$ cat src/rtl/ff_lab_pkg.sv
// Shared flip-flop lab definitions: JK drive codes and the D-from-JK excitation function.
package ff_lab_pkg;

    localparam logic [1:0] JK_HOLD = 2'b00;
    localparam logic [1:0] JK_RST  = 2'b01;
    localparam logic [1:0] JK_SET  = 2'b10;
    localparam logic [1:0] JK_TGL  = 2'b11;

    // D input that makes a plain D flop behave as a JK flop.
    function automatic logic jk_next(input logic j, input logic k, input logic q);
        return (j & ~q) | (~k & q);
    endfunction

endpackage

$ cat src/rtl/jk_cell.sv
// One counter bit: D flop with async active-low clear, wrapped with JK excitation.
module jk_cell
    import ff_lab_pkg::*;
(
    input  logic clk,
    input  logic clr_bar,
    input  logic j,
    input  logic k,
    output logic q,
    output logic qbar
);

    logic q_q;
    logic q_d;

    assign q_d = jk_next(j, k, q_q);

    always_ff @(posedge clk or negedge clr_bar) begin
        if (!clr_bar) begin
            q_q <= 1'b0;
        end else begin
            q_q <= q_d;
        end
    end

    assign q    = q_q;
    assign qbar = ~q_q;

endmodule

$ cat src/rtl/d_to_jk_updown_counter.sv
// Modulo-MODULUS up/down counter built from jk_cell bits; the top only steers J/K
// and produces terminal count and the illegal-load error pulse.
module d_to_jk_updown_counter
    import ff_lab_pkg::*;
#(
    parameter int unsigned WIDTH   = 4,
    parameter int unsigned MODULUS = 10
) (
    input  logic             clk,
    input  logic             clr_bar,
    input  logic             en,
    input  logic             up_dn,
    input  logic             load,
    input  logic [WIDTH-1:0] load_val,
    output logic [WIDTH-1:0] Q,
    output logic [WIDTH-1:0] Qbar,
    output logic             tc,
    output logic             load_err
);

    // One extra bit so MODULUS == 2**WIDTH is representable in the compare.
    localparam int unsigned      CW    = WIDTH + 1;
    localparam logic [CW-1:0]    MOD_W = CW'(MODULUS);
    localparam logic [WIDTH-1:0] TOP_W = WIDTH'(MODULUS - 1);

    logic [WIDTH-1:0] j_c;
    logic [WIDTH-1:0] k_c;
    logic [WIDTH-1:0] q_c;
    logic [WIDTH-1:0] qbar_c;
    logic             load_ok_c;
    logic             at_top_c;
    logic             at_zero_c;
    logic             ripple_c;
    logic             load_err_q;
    logic             load_err_d;

    assign load_ok_c = ({1'b0, load_val} < MOD_W);
    assign at_top_c  = (q_c == TOP_W);
    assign at_zero_c = (q_c == '0);

    // J/K steering: load beats count beats hold; wraps use explicit set/reset drive.
    always_comb begin
        j_c      = '0;
        k_c      = '0;
        ripple_c = 1'b1;
        if (load) begin
            if (load_ok_c) begin
                for (int unsigned i = 0; i < WIDTH; i++) begin
                    {j_c[i], k_c[i]} = load_val[i] ? JK_SET : JK_RST;
                end
            end
        end else if (en) begin
            if (up_dn) begin
                if (at_top_c) begin
                    for (int unsigned i = 0; i < WIDTH; i++) begin
                        {j_c[i], k_c[i]} = q_c[i] ? JK_RST : JK_HOLD;
                    end
                end else begin
                    for (int unsigned i = 0; i < WIDTH; i++) begin
                        {j_c[i], k_c[i]} = ripple_c ? JK_TGL : JK_HOLD;
                        ripple_c         = ripple_c & q_c[i];
                    end
                end
            end else begin
                if (at_zero_c) begin
                    for (int unsigned i = 0; i < WIDTH; i++) begin
                        {j_c[i], k_c[i]} = TOP_W[i] ? JK_SET : JK_RST;
                    end
                end else begin
                    for (int unsigned i = 0; i < WIDTH; i++) begin
                        {j_c[i], k_c[i]} = ripple_c ? JK_TGL : JK_HOLD;
                        ripple_c         = ripple_c & ~q_c[i];
                    end
                end
            end
        end
    end

    for (genvar g = 0; g < WIDTH; g++) begin : g_cell
        jk_cell u_cell (
            .clk     (clk),
            .clr_bar (clr_bar),
            .j       (j_c[g]),
            .k       (k_c[g]),
            .q       (q_c[g]),
            .qbar    (qbar_c[g])
        );
    end

    assign load_err_d = load & ~load_ok_c;

    always_ff @(posedge clk or negedge clr_bar) begin
        if (!clr_bar) begin
            load_err_q <= 1'b0;
        end else begin
            load_err_q <= load_err_d;
        end
    end

    assign tc       = en & ~load & ((up_dn & at_top_c) | (~up_dn & at_zero_c));
    assign Q        = q_c;
    assign Qbar     = qbar_c;
    assign load_err = load_err_q;

endmodule
$ cat config.mk
export PLATFORM = sky130hd
export DESIGN_NAME = d_to_jk_updown_counter
export DESIGN_NICKNAME = d
export VERILOG_FILES = /design/src/rtl/ff_lab_pkg.sv /design/src/rtl/jk_cell.sv /design/src/rtl/d_to_jk_updown_counter.sv
export SDC_FILE = /design/constraint.sdc
export NUM_CORES = 1
export LEC_CHECK = 0
export ABC_AREA = 1
export CAP_MARGIN = 30
export CORE_AREA = 10 10 47 49
export CTS_CLUSTER_DIAMETER = 60
export CTS_CLUSTER_SIZE = 25
export DETAILED_ROUTE_END_ITERATION = 7
export DIE_AREA = 0 0 57 59
export PLACE_DENSITY = 0.67
export SETUP_SLACK_MARGIN = 0.15
export SLEW_MARGIN = 20
export SYNTH_ARGS = -nofsm -noshare
export SYNTH_HDL_FRONTEND = slang
export SYNTH_SLANG_ARGS = --single-unit
$ cat constraint.sdc
create_clock -name clk -period 1.3 [get_ports clk]
set_clock_uncertainty 0.1 [all_clocks]
set_input_delay 0.13 -clock clk [delete_from_list [all_inputs] [get_ports clk]]
set_output_delay 0.13 -clock clk [all_outputs]
set_load 0.005 [all_outputs]
# == Word level (Yosys, flattened, before mapping) ==
# Index checks and enable logic that the tools add are counted.
# totals
reg_bits,5
latch_bits,0
ramBits,0
rom_bits,0
input_bits,9
out_inout_bits,10
elab_cells,67
mem_count,0
# op_classes
addsub,0
mul,0
div_mod_pow,0
order_cmp,1
n_eq_ne,1
shift,0
mux,26
bitwise_logic,33
n_reduce_logical,1
# ops
operator,n
$mux W4,12
$mux W2,10
$and A1 B1 Y1,17
$not A1 Y1,11
$or A1 B1 Y1,5
$eq A4 B4 Y1 const B,1
$logic_not A4 Y1,1
$lt A4 B4 Y1 const B,1
$mux W1,4

# == Longest topological paths before layout ==
# depth
ltp_word,11
mapped_depth,8
ltp_nobuf,8

# == Cells and area by module ==
# From an unflattened synthesis, not the netlist that was laid out.
# unflattened
cells_unflattened,83
area_unflattened_um2,509.2
# modules_own_cells
module,n_inst,cells_per_inst,area_per_inst_um2,seq_area_each_um2
d_to_jk_updown_counter,1,59,314.1,25.0
jk_cell,4,6,48.8,25.0

# == Worst setup path before layout ==
# OpenSTA, ideal clock, no wires.
# synth_path
path_kind,register to register
startpoint,register g_cell[0].u_cell.q_q
endpoint,register g_cell[3].u_cell.q_q
setup_ns,0.120
t_arrival_ns,0.912
required_ns,1.080
path_slack_ns,0.168
path_stages_with_launch,7
n_path_buf,0
synth_period_minus_slack_ns,1.132
cell_sequence,dfrtp_1 > nor2_1 > nand2_1 > nand2_1 > nand2_1 > o21ai_1 > nand2_1
# synth_between
elab_chain_cells,11
elab_cells_between_ends,23
cone_classes,eq/ne (1); mux (12); bitwise (9); reduce/logical (1)
# synth_rtl
element,line,source
from (decl),jk_cell.sv:13,logic q_q;
from (signal assigned),jk_cell.sv:22,q_q <= q_d;
$not A1 Y1,d_to_jk_updown_counter.sv:72,ripple_c = ripple_c & ~q_c[i];
$and A1 B1 Y1 (2 in series),d_to_jk_updown_counter.sv:72,
$mux W2,d_to_jk_updown_counter.sv:71,"{j_c[i], k_c[i]} = ripple_c ? JK_TGL : JK_HOLD;"
$mux W4,d_to_jk_updown_counter.sv:65,if (at_zero_c) begin
$mux W4,d_to_jk_updown_counter.sv:53,if (up_dn) begin
$mux W4,d_to_jk_updown_counter.sv:52,end else if (en) begin
$mux W4,d_to_jk_updown_counter.sv:46,if (load) begin
$not A1 Y1,ff_lab_pkg.sv:11,return (j & ~q) | (~k & q);
$and A1 B1 Y1,ff_lab_pkg.sv:11,
$or A1 B1 Y1 *,ff_lab_pkg.sv:11,
net g_cell[3].u_cell.q_d,jk_cell.sv:14,logic q_d;
to (signal assigned),jk_cell.sv:22,
to (decl),jk_cell.sv:13,
# Mark *: on every way through the listed nets, which the timed path passes. The rest lies on a longest branch.

# == Worst setup path in the final report ==
# layout_path
startpoint,register g_cell[2].u_cell.q_q
endpoint,output port tc
# layout_between
elab_chain_cells,4
elab_cells_between_ends,6
cone_classes,eq/ne (1); bitwise (4); reduce/logical (1)
# layout_rtl
element,line,source
from (decl),jk_cell.sv:13,
from (signal assigned),jk_cell.sv:22,
$eq A4 B4 Y1 or $logic_not A4 Y1 (tied branches),"d_to_jk_updown_counter.sv:38, d_to_jk_updown_counter.sv:39",
$and A1 B1 Y1,d_to_jk_updown_counter.sv:100,assign tc = en & ~load & ((up_dn & at_top_c) | (~up_dn & at_zero_c));
$or A1 B1 Y1 *,d_to_jk_updown_counter.sv:100,
$and A1 B1 Y1 *,d_to_jk_updown_counter.sv:100,
to (decl),d_to_jk_updown_counter.sv:17,"output logic tc,"
# Every way passes the cells marked *; elsewhere a longest branch is shown, timed or not.

==> flow_metrics.tcl <==
set metrics [dict create \
    area_growth_pct 108 \
    cts_buffers 3 \
    setup_viol 7 \
    combinationalPowerShare_pct 69.0 \
    p_int_w 0.000956 \
    drive_gt1_share_pct 56.9 \
    finalSetupTns_ns -0.454 \
    finalMaxSlewViolations 0 \
    synthesis.area_sq_um 459 \
    antenna_found_initial 0 \
    dp_hpwl_mm 1.11 \
    syn_inst 74 \
    synth-seq-cells 5 \
    avgSynthCellArea_sq_um 6.21 \
    setup.worst_path.start_class "flip-flop" \
    crit_fanout 4 \
    drt_wl_total_mm 1.54 \
    period_needed_ns 1.43 \
    p_per_area_nw_per_um2 1580 \
    avgViaCountPerCell 4.71 \
    first_pass_iters 4 \
    rsz0062_at_grt "true" \
    grt_overflow 0 \
    crit_required_ns 1.07 \
    cp.arrival_ns 1.20 \
    synthTopCellsByArea "dfrtp_1 (27%), nand2_1 (20%), buf_4 (13%)" \
    p_seq_share_pct 19.5 \
    htree_num_levels 1 \
    grt_max_degree 7 \
    violations "setup timing" \
    min_period_over_period_pct 110 \
    synth_top_area_share_pct 27.2 \
    grt_pass1_wl_mm 2.42 \
    clkSinkCount 5 \
    status "finished, violations left" \
    yosys_warnings 0 \
    relSlewSlack_pct 81.8 \
    coreArea_sq_um 1400 \
    path_class "reg -> out" \
    holdBufCountCts 0 \
    report.power.total_w 0.00151 \
    initial_core_util_pct 32.8 \
    gp_congestion 0.878 \
    grt_usage_pct 8.83 \
    synth-seq-area-share_pct 27.2 \
    hold_class "in -> async" \
    layout_common_cells "nand2_1 (21), buf_4 (18), buf_6 (15)" \
    vias 622 \
    ant_nets 0 \
    yosys.area.top_type "dfrtp_1" \
    layout_commonest_cell "nand2_1" \
    fmax_mhz 699 \
    ios 19 \
    drv_cap 0 \
    cts_buffer_depth 2 \
    layout_setup_ws_ns -0.130 \
    leakagePower_nw 0.478 \
    wl_per_cell_microns 11.7 \
    numPortBuffers 18 \
    peakVddDrop_mv 1.22 \
    cts_tree "yes" \
    nFillCells 118 \
    dieArea_sq_um 3360 \
    diodes 0 \
    fp-row-count 14 \
    end_kind "output pin" \
    drc 0 \
    synth_top_flop_cell "dfrtp_1" \
    synth-edff-count 0 \
    p_sw_share_pct 36.6 \
    die_w_microns 57 \
    worst_skew_pair.late_latency_ns 0.24 \
    async_reset_ff_share_pct 100 \
    hold_violations 0 \
    die_y_microns 59 \
    clock-root-buffer "clkbuf_4" \
    grt_pass1_vias 605 \
    final_net_count 126 \
    worst_pin_slew_ns 0.272 \
    clkSlewWorstSetupHoldPaths_ns 0.04 \
    clkPwrFrac_pct 11.4 \
    synth.distinct_cells 16 \
    first_iter_violations 16 \
    p_switching_w 0.000552 \
    synth_fp_nets 83 \
]
[metal layers]
layer	vias to the layer above	GRT usage, %	wire, microns
met1	282	7.85	554
met5	-	0	0
met4	0	4.03	31
met3	4	4.51	120
met2	21	16.3	837
li1	315	-	-
[metrics by stage]
step,worst slack (ns),instance area (sq um),hold WS [ns],utilization [%],instances
floorplan,0.168,459,-0.266,-,74
global placement,-0.426,727,0.258,51.9,117
detailed placement,-0.425,727,0.262,51.9,117
CTS,-0.129,856,0.00672,61.1,127
global route,-0.207,956,0.00653,68.2,132
finish,-0.130,956,0.00713,68.2,132
[worst paths after layout]
| kind | from | to | slack [ns] | depth (start not counted) |
|---|---|---|---|---|
| worst max-delay path | g_cell[2].u_cell.q | tc | -0.13 | 4 |
| worst min-delay path | clr_bar | g_cell[3].u_cell.q | 0.007 | 1 |
| worst max register to register | g_cell[0].u_cell.q | g_cell[2].u_cell.q | -0.10 | 10 |
| worst min register to register | g_cell[1].u_cell.q | g_cell[3].u_cell.q | 0.65 | 4 |
| max in group asynchronous | clr_bar | g_cell[2].u_cell.q | 0.89 | 1 |
| min in group clk | load_val[3] | load_err | 0.51 | 4 |
[synth_stat cells (2+ instances only)]
library cell	number
dfrtp_1	5
a21oi_1	5
inv_1	6
o21ai_1	4
nor2_1	7
a31oi_1	2
nand3_1	5
inv_2	2
nand2_1	24
buf_4	8
[flip-flops by register name, indices dropped and copies added, names as in the netlist]
signal and flops:
g_cell.u_cell.q 4, load_err 1
[worst max-delay path: stages, from the launching register on]
cell,delay [ns]
dfrtp_2,0.45
nor2_4,0.14
nand3_2,0.10
a21oi_2,0.15
buf_2,0.13
[logic make-up after synthesis]
group                  Yosys count  synth area share [%]
AO/OA/AOI/OAI                   13                  15.3
buffers and inverters           17                  20.4
flip-flops                       5                  27.2
AND/OR/NAND/NOR                 39                  37.1
[repair_timing]
item / 4_1_cts / 5_1_grt
pin swaps: 10 / 6
buffers inserted: 6 / 5
endpoints found under the setup margin: 14 / 13
resized for setup: 66 / 15
[power groups by stage]
| stage | clock, W | sequential [W] | combinational (W) |
|---|---|---|---|
| detailed placement | 0 | 0.000248 | 0.000663 |
| global placement | 0 | 0.000246 | 0.000658 |
| finish | 0.000172 | 0.000295 | 0.00104 |
| global route | 0.000193 | 0.000307 | 0.00112 |
| floorplan | 0 | 0.000250 | 0.000340 |
| CTS | 0.000180 | 0.000263 | 0.000864 |
[final cells by class]
class / count / area, sq um / area share, %
multi-input combinational: 52 / 322 / 33.6
sequential: 5 / 129 / 13.5
clock buffer: 4 / 26.3 / 2.75
inverter: 9 / 40.0 / 4.19
tap: 16 / 20.0 / 2.09
timing repair buffer: 46 / 419 / 43.8
No activity file was read; power rests on OpenSTA's default activity.
